==> src/rtl/dds_pkg.sv <==
// Shared types and helpers for the multi-channel DDS core.
package dds_pkg;

    // Core sequencing states.
    typedef enum logic [1:0] {
        ST_IDLE  = 2'd0,
        ST_RUN   = 2'd1,
        ST_DRAIN = 2'd2,
        ST_DONE  = 2'd3
    } dds_state_e;

    // Bit positions inside the STAT word.
    localparam int STAT_BUSY     = 0;
    localparam int STAT_DONE     = 1;
    localparam int STAT_DROPPED  = 2;
    localparam int STAT_OVERFLOW = 3;

    // Clamp a wide signed value into the signed range of a w-bit word.
    function automatic logic signed [63:0] saturate(input logic signed [63:0] v, input int w);
        logic signed [63:0] hi;
        logic signed [63:0] lo;
        hi = $signed((64'd1 << (w - 1)) - 64'd1);
        lo = -hi - 64'sd1;
        if (v > hi) begin
            saturate = hi;
        end else if (v < lo) begin
            saturate = lo;
        end else begin
            saturate = v;
        end
    endfunction

endpackage

==> src/rtl/dds_sine_lut.sv <==
// Synchronous full-wave signed sine ROM, 2^ADDR_W entries, peak 2^(DATA_W-1)-1.
module dds_sine_lut #(
    parameter int ADDR_W = 8,
    parameter int DATA_W = 16
) (
    input  logic                     clk_i,
    input  logic [ADDR_W-1:0]        addr_i,
    output logic signed [DATA_W-1:0] data_o
);

    localparam int  DEPTH = 1 << ADDR_W;
    localparam real PI    = 3.14159265358979323846;
    localparam real AMP   = $itor((1 << (DATA_W - 1)) - 1);

    logic signed [DATA_W-1:0] rom [DEPTH];

    // Table contents are rounded to nearest, half away from zero, at elaboration.
    for (genvar i = 0; i < DEPTH; i++) begin : g_rom
        localparam real R = AMP * $sin(2.0 * PI * $itor(i) / $itor(DEPTH));
        localparam int  V = (R >= 0.0) ? $rtoi(R + 0.5) : -$rtoi(0.5 - R);
        assign rom[i] = DATA_W'(V);
    end

    // Registered read: data appears one cycle after the address.
    always_ff @(posedge clk_i) begin
        data_o <= rom[addr_i];
    end

endmodule

==> src/rtl/dds_multich_core.sv <==
// Multi-channel DDS: per-channel phase accumulators feeding a 3-stage
// LUT / scale / saturating-sum pipeline and a one-entry valid/ready output.
//
// Output handshake: a sample transfers on a cycle where m_valid && m_ready.
// While m_valid && !m_ready, m_data and m_valid hold; the pipeline never
// stalls, so a sample arriving then is discarded and flagged as dropped.
module dds_multich_core
    import dds_pkg::*;
#(
    parameter int N_CH       = 2,
    parameter int PHASE_W    = 16,
    parameter int LUT_ADDR_W = 8,
    parameter int OUT_W      = 16,
    parameter int AMPL_W     = 8,
    parameter int DIV_W      = 16,
    parameter int LEN_W      = 16
) (
    input  logic                      S_AXI_ACLK,
    input  logic                      S_AXI_ARESET,
    input  logic                      ctrl_run,
    input  logic                      ctrl_srst,
    input  logic [N_CH*PHASE_W-1:0]   theta_i,
    input  logic [N_CH*PHASE_W-1:0]   delta_i,
    input  logic [N_CH*AMPL_W-1:0]    ampl_i,
    input  logic [DIV_W-1:0]          clkdiv_i,
    input  logic [LEN_W-1:0]          length_i,
    output logic [OUT_W-1:0]          m_data,
    output logic                      m_valid,
    input  logic                      m_ready,
    output logic [3:0]                stat_o,
    output logic [1:0]                state_o
);

    localparam int SUM_W  = OUT_W + $clog2(N_CH);
    localparam int PROD_W = OUT_W + AMPL_W + 1;

    dds_state_e               state_q, state_d;
    logic                     run_q;
    logic                     len_end_q, len_end_d;
    logic                     cont_q, cont_d;
    logic [DIV_W-1:0]         div_q, div_d, div_last;
    logic [LEN_W-1:0]         remaining_q, remaining_d;
    logic [PHASE_W-1:0]       phase_q [N_CH];
    logic [PHASE_W-1:0]       phase_d [N_CH];
    logic                     tick, start, last_tick, pipe_empty;

    logic signed [OUT_W-1:0]  lut_data [N_CH];
    logic [AMPL_W-1:0]        ampl_s1_q [N_CH];
    logic signed [PROD_W-1:0] prod [N_CH];
    logic signed [OUT_W-1:0]  scaled_d [N_CH];
    logic signed [OUT_W-1:0]  scaled_q [N_CH];
    logic                     v1_q, v2_q;

    logic signed [SUM_W-1:0]  sum;
    logic signed [63:0]       sum_wide, sat_wide;
    logic                     sat_hit;
    logic [OUT_W-1:0]         sat_value;

    logic [OUT_W-1:0]         data_q;
    logic                     valid_q, overflow_q, dropped_q;

    assign pipe_empty = !v1_q && !v2_q && !valid_q;

    // FSM next state, sample tick generation and burst bookkeeping.
    always_comb begin
        state_d     = state_q;
        div_d       = div_q;
        remaining_d = remaining_q;
        cont_d      = cont_q;
        len_end_d   = len_end_q;
        tick        = 1'b0;
        start       = 1'b0;
        last_tick   = 1'b0;
        div_last    = (clkdiv_i == '0) ? '0 : clkdiv_i - DIV_W'(1);
        case (state_q)
            ST_IDLE: begin
                if (ctrl_run && !run_q) begin
                    start       = 1'b1;
                    state_d     = ST_RUN;
                    div_d       = '0;
                    remaining_d = length_i;
                    cont_d      = (length_i == '0);
                    len_end_d   = 1'b0;
                end
            end
            ST_RUN: begin
                // >= rather than == keeps ticking if clkdiv shrinks mid-run.
                if (div_q >= div_last) begin
                    tick  = 1'b1;
                    div_d = '0;
                end else begin
                    div_d = div_q + DIV_W'(1);
                end
                if (tick && !cont_q) begin
                    remaining_d = remaining_q - LEN_W'(1);
                    last_tick   = (remaining_q == LEN_W'(1));
                end
                if (last_tick) begin
                    state_d   = ST_DRAIN;
                    len_end_d = 1'b1;
                end else if (!ctrl_run) begin
                    state_d   = ST_DRAIN;
                    len_end_d = 1'b0;
                end
            end
            ST_DRAIN: begin
                if (pipe_empty) begin
                    state_d = len_end_q ? ST_DONE : ST_IDLE;
                end
            end
            ST_DONE: begin
                if (!ctrl_run) begin
                    state_d = ST_IDLE;
                end
            end
            default: state_d = ST_IDLE;
        endcase
    end

    // Phase accumulators: load theta on start, advance by delta on each tick.
    always_comb begin
        for (int k = 0; k < N_CH; k++) begin
            phase_d[k] = phase_q[k];
            if (start) begin
                phase_d[k] = theta_i[k*PHASE_W +: PHASE_W];
            end else if (tick) begin
                phase_d[k] = phase_q[k] + delta_i[k*PHASE_W +: PHASE_W];
            end
        end
    end

    // Control state registers with async reset and synchronous soft reset.
    always_ff @(posedge S_AXI_ACLK or posedge S_AXI_ARESET) begin
        if (S_AXI_ARESET) begin
            state_q     <= ST_IDLE;
            run_q       <= 1'b0;
            len_end_q   <= 1'b0;
            cont_q      <= 1'b0;
            div_q       <= '0;
            remaining_q <= '0;
            for (int k = 0; k < N_CH; k++) phase_q[k] <= '0;
        end else if (ctrl_srst) begin
            state_q     <= ST_IDLE;
            run_q       <= 1'b0;
            len_end_q   <= 1'b0;
            cont_q      <= 1'b0;
            div_q       <= '0;
            remaining_q <= '0;
            for (int k = 0; k < N_CH; k++) phase_q[k] <= '0;
        end else begin
            state_q     <= state_d;
            run_q       <= ctrl_run;
            len_end_q   <= len_end_d;
            cont_q      <= cont_d;
            div_q       <= div_d;
            remaining_q <= remaining_d;
            for (int k = 0; k < N_CH; k++) phase_q[k] <= phase_d[k];
        end
    end

    // Stage 1: one ROM per channel, addressed by the pre-update phase.
    for (genvar k = 0; k < N_CH; k++) begin : g_ch
        dds_sine_lut #(
            .ADDR_W (LUT_ADDR_W),
            .DATA_W (OUT_W)
        ) u_lut (
            .clk_i  (S_AXI_ACLK),
            .addr_i (phase_q[k][PHASE_W-1 -: LUT_ADDR_W]),
            .data_o (lut_data[k])
        );
    end

    // Stage 2 math: signed LUT times unsigned amplitude, floor-shifted back.
    always_comb begin
        for (int k = 0; k < N_CH; k++) begin
            prod[k]     = PROD_W'(lut_data[k]) * PROD_W'($signed({1'b0, ampl_s1_q[k]}));
            scaled_d[k] = OUT_W'(prod[k] >>> AMPL_W);
        end
    end

    // Stage 3 math: widened channel sum, clamped to the output range.
    always_comb begin
        sum = '0;
        for (int k = 0; k < N_CH; k++) begin
            sum = sum + SUM_W'(scaled_q[k]);
        end
        sum_wide  = 64'(sum);
        sat_wide  = saturate(sum_wide, OUT_W);
        sat_hit   = (sat_wide != sum_wide);
        sat_value = sat_wide[OUT_W-1:0];
    end

    // Pipeline valids, stage registers, output register and sticky status.
    always_ff @(posedge S_AXI_ACLK or posedge S_AXI_ARESET) begin
        if (S_AXI_ARESET) begin
            v1_q       <= 1'b0;
            v2_q       <= 1'b0;
            valid_q    <= 1'b0;
            data_q     <= '0;
            overflow_q <= 1'b0;
            dropped_q  <= 1'b0;
            for (int k = 0; k < N_CH; k++) begin
                ampl_s1_q[k] <= '0;
                scaled_q[k]  <= '0;
            end
        end else if (ctrl_srst) begin
            v1_q       <= 1'b0;
            v2_q       <= 1'b0;
            valid_q    <= 1'b0;
            data_q     <= '0;
            overflow_q <= 1'b0;
            dropped_q  <= 1'b0;
            for (int k = 0; k < N_CH; k++) begin
                ampl_s1_q[k] <= '0;
                scaled_q[k]  <= '0;
            end
        end else begin
            v1_q <= tick;
            v2_q <= v1_q;
            for (int k = 0; k < N_CH; k++) begin
                if (tick) ampl_s1_q[k] <= ampl_i[k*AMPL_W +: AMPL_W];
                scaled_q[k] <= scaled_d[k];
            end
            if (start) begin
                overflow_q <= 1'b0;
                dropped_q  <= 1'b0;
            end else begin
                if (v2_q && sat_hit) overflow_q <= 1'b1;
                if (v2_q && valid_q && !m_ready) dropped_q <= 1'b1;
            end
            if (!valid_q || m_ready) begin
                valid_q <= v2_q;
                if (v2_q) data_q <= sat_value;
            end
        end
    end

    assign m_data  = data_q;
    assign m_valid = valid_q;
    assign stat_o  = {overflow_q, dropped_q, (state_q == ST_DONE),
                      (state_q == ST_RUN) || (state_q == ST_DRAIN)};
    assign state_o = state_q;

endmodule
==> config.mk <==
export PLATFORM = sky130hd
export DESIGN_NAME = dds_multich_core
export DESIGN_NICKNAME = d
export VERILOG_FILES = /design/src/rtl/dds_pkg.sv /design/src/rtl/dds_sine_lut.sv /design/src/rtl/dds_multich_core.sv
export SDC_FILE = /design/constraint.sdc
export NUM_CORES = 2
export LEC_CHECK = 0
export ABC_AREA = 1
export CORE_MARGIN = 2
export CORE_UTILIZATION = 25
export CTS_CLUSTER_DIAMETER = 50
export CTS_CLUSTER_SIZE = 30
export DETAILED_ROUTE_END_ITERATION = 10
export PLACE_DENSITY = 0.5
export RECOVER_POWER = 50
export SLEW_MARGIN = 20
export SYNTH_ARGS = -nofsm -noshare
export SYNTH_HDL_FRONTEND = slang
export SYNTH_HIERARCHICAL = 1
export SYNTH_SLANG_ARGS = --single-unit
==> constraint.sdc <==
create_clock -name S_AXI_ACLK -period 5.9 [get_ports S_AXI_ACLK]
set_input_delay 1.77 -clock S_AXI_ACLK [delete_from_list [all_inputs] [get_ports S_AXI_ACLK]]
set_output_delay 1.77 -clock S_AXI_ACLK [all_outputs]
set_load 0.03 [all_outputs]
==> results.toml <==
[synthesis]
yosys-top-cells-area = "nand2_1 20%, fa_1 14%, dfrtp_1 12%"
synth_commonest_cells = "1,504 x nand2_1, 680 x inv_1, 459 x nand3_1"
synth_edf_count = 0
syn_area_mm2 = 0.0279
postSynthCellCount = 4517
synth_seq_area_share_pct = 14.7
synthDistinctLibCells = 56
synth_area_leader_cell = "nand2_1"
synth_area_per_cell_um2 = 6.18
synth_top_cell_area_share_pct = 20.2
synthMostInstantiatedCell = "nand2_1"
syn_nets = 5022
synthArstFlopShare_pct = 81.2
ys.flop_type = "dfrtp_1"
ys_ff_latch = 170
yosysWarningCount = 6

[cts]
cts.sinks = 170
tritoncts.num_buffers = 17
post_cts_resize_count = 0
h-tree-depth = 4
clockBufferDepth = 2
clock_latency_ps = 500
cts_tree = "done"
path_clk_slew_ps = 70
root_buffer = "clkbuf_16"
cts_setup_buffers = 0
ctsHoldBuffers = 0

[die]
dieArea_mm2 = 0.114
die_w_um = 338
initial_core_util_pct = 25.2
die_h_um = 338
num_rows = 122
core_area_mm2 = 0.111
ios = 140

[routing]
drc = 0
via_per_inst = 4.97
drt-pass1-iter-count = 6
drt_wl_total_um = 115000
routedWlPerCell_um = 19.2
ant_nets = 0
drtIter0Drc = 3230
num_vias = 29900

[timing]
fmax_mhz = 191
finalHoldViolCount = 0
tightestPinTransition_ps = 2170
finClkSkew_ps = 18.4
holdWs_ps = 486
fin_crit_sh_pct = 88.7
min_period_ps = 5230
timing.final.ws_setup_ps = 665
finalSetupViolCount = 0
relSlewSlack_pct = -44.6
maxSlewViolCount = 177
tns_ps = 0
rsz0062_at_grt = "false"

[global_routing]
antenna_found_initial = 4
grt_pass1_vias = 29100
met1_usage_pct = 28.0
grt_pass1_wl_um = 177000
met2_usage_pct = 29.5
grtUsageMet3_pct = 3.41
grt_usage_pct = 19.9
grt_overflow_total = 0
grt_max_degree = 87
grt_busiest_layer = "met2"

[power]
power.density_mw_per_mm2 = 427
ir_drop_uv = 355
leakage_uw = 0.0172

[placed_design]
place_ws_ps = 220
dp_hpwl_um = 88500
portBuffers = 139
placed_cell_area_mm2 = 0.0305
gp_congestion = 1.00

[layout]
drive_gt1_share_pct = 3.75
fin_nets = 5020
area_growth_pct = 11.3
finalInstanceArea_mm2 = 0.0311
antenna_cells = 0

[critical_path]
worstPathRequired_ps = 6330
start_kind = "register"
path_max_fanout = 37
r2r_cells = 8
crit_type = "register to register"
critPathLaunch = "phase_q[28]"
cp.arrival_ps = 5670
reg2reg_setup_slack_ps = 670
crit_path_end = "g_ch[0].u_lut/data_o[11]"
reg2reg_from = "phase_q[28]"
r2r-end = "g_ch[0].u_lut/data_o[11]"
crit_path_end_kind = "register"

[run_status]
violations = "capacitance limit, slew limit"
outcome = "finished, violations left"

[min_path]
hold_class = "register to register"

[run]
maxCapViolations = 4
registers in the layout (all words and copies together), names as in the netlist:
name and cells:
dropped_q 1, g_ch.u_lut/data_o 32, len_end_q 1, remaining_q 16, v2_q 1, div_q 16, m_data 16, overflow_q 1
ampl_s1_q 16, phase_q 32, state_o 2, m_valid 1, scaled_q 32, run_q 1, cont_q 1, v1_q 1
cell type report:
type	instances	area, um2
Multi-Input combinational cell	3440	20200
Clock inverter	14	156
Timing Repair Buffer	187	1730
Fill cell	12600	79700
Clock buffer	18	439
Tap cell	1488	1860
Inverter	699	2630
Sequential cell	170	4100
kinds of logic (layout without fill, tap and decap cells):
group                      Yosys count  in the layout  synth area share [%]
adders and majority gates          388            388                  22.8
DFF                                170            170                  14.7
buffers and inverters              907            918                  13.1
AOI/OAI and AO/OA                  542            542                  10.6
and+or+nand+nor                   2442           2442                  36.7
xor gates and xnor gates            68             68                  2.13
per-layer routing:
metal  share of wire, %  wire [um]
met5              0.045         52
met4                4.9       5610
met3                7.7       8900
met2                 42      48200
met1                 46      52500
cells in the final DEF (no fill, tap or decap), types with 14 or more instances in the layout:
| cell | count |
|---|---|
| nand3_1 | 459 |
| a21oi_1 | 205 |
| fa_1 | 201 |
| inv_2 | 14 |
| nand2_2 | 34 |
| dfrtp_1 | 136 |
| nor2_1 | 307 |
| nor4_1 | 16 |
| nand2_1 | 1504 |
| nand4_1 | 48 |
| a31oi_1 | 16 |
| clkdlybuf4s50_1 | 136 |
| xnor2_1 | 29 |
| dfxtp_1 | 32 |
| o21ai_0 | 218 |
| o211ai_1 | 25 |
| buf_4 | 43 |
| inv_1 | 678 |
| nor3_1 | 15 |
| ha_1 | 187 |
| clkbuf_16 | 17 |
| xor2_1 | 39 |
| o21ai_1 | 20 |
stage by stage:
step / util (%) / power (uW) / cells
6_report: 28.0 / 13300 / 6016
5_1_grt: 28.0 / 14200 / 6016
4_1_cts: 28.1 / 12900 / 6016
3_5_place_dp: 27.6 / 11700 / 5984
3_3_place_gp: 27.6 / 11900 / 5984
2_1_floorplan: - / 8230 / 4517
worst min-delay path by stage:
| stage | slack (ps) | cells after the start | from | to |
|---|---|---|---|---|
| finish | 490 | 2 | m_data[1] | m_data[1] |
| global route | 490 | 2 | m_data[1] | m_data[1] |
| CTS | 490 | 2 | m_data[1] | m_data[1] |
| detailed placement | 460 | 2 | m_data[1] | m_data[1] |
| global placement | 460 | 2 | m_data[1] | m_data[1] |
| floorplan | 440 | 2 | len_end_q | len_end_q |
power by group:
part           internal [uW]  total (uW)  switching, uW
Combinational           2670       10100           7460
Clock                    610        1180            573
Sequential              1450        1970            520
Total                   4730       13300           8550
worst max-delay path, stage by stage (launching register included):
cell and delay [ps]:
dfrtp_1 1020, clkbuf_1 1610, nand2_1 270, inv_1 120
clkbuf_1 1300, o21ai_0 400, nand3_1 240, nand3_1 100
nand2_1 80
(Power assumes the default switching activity.)
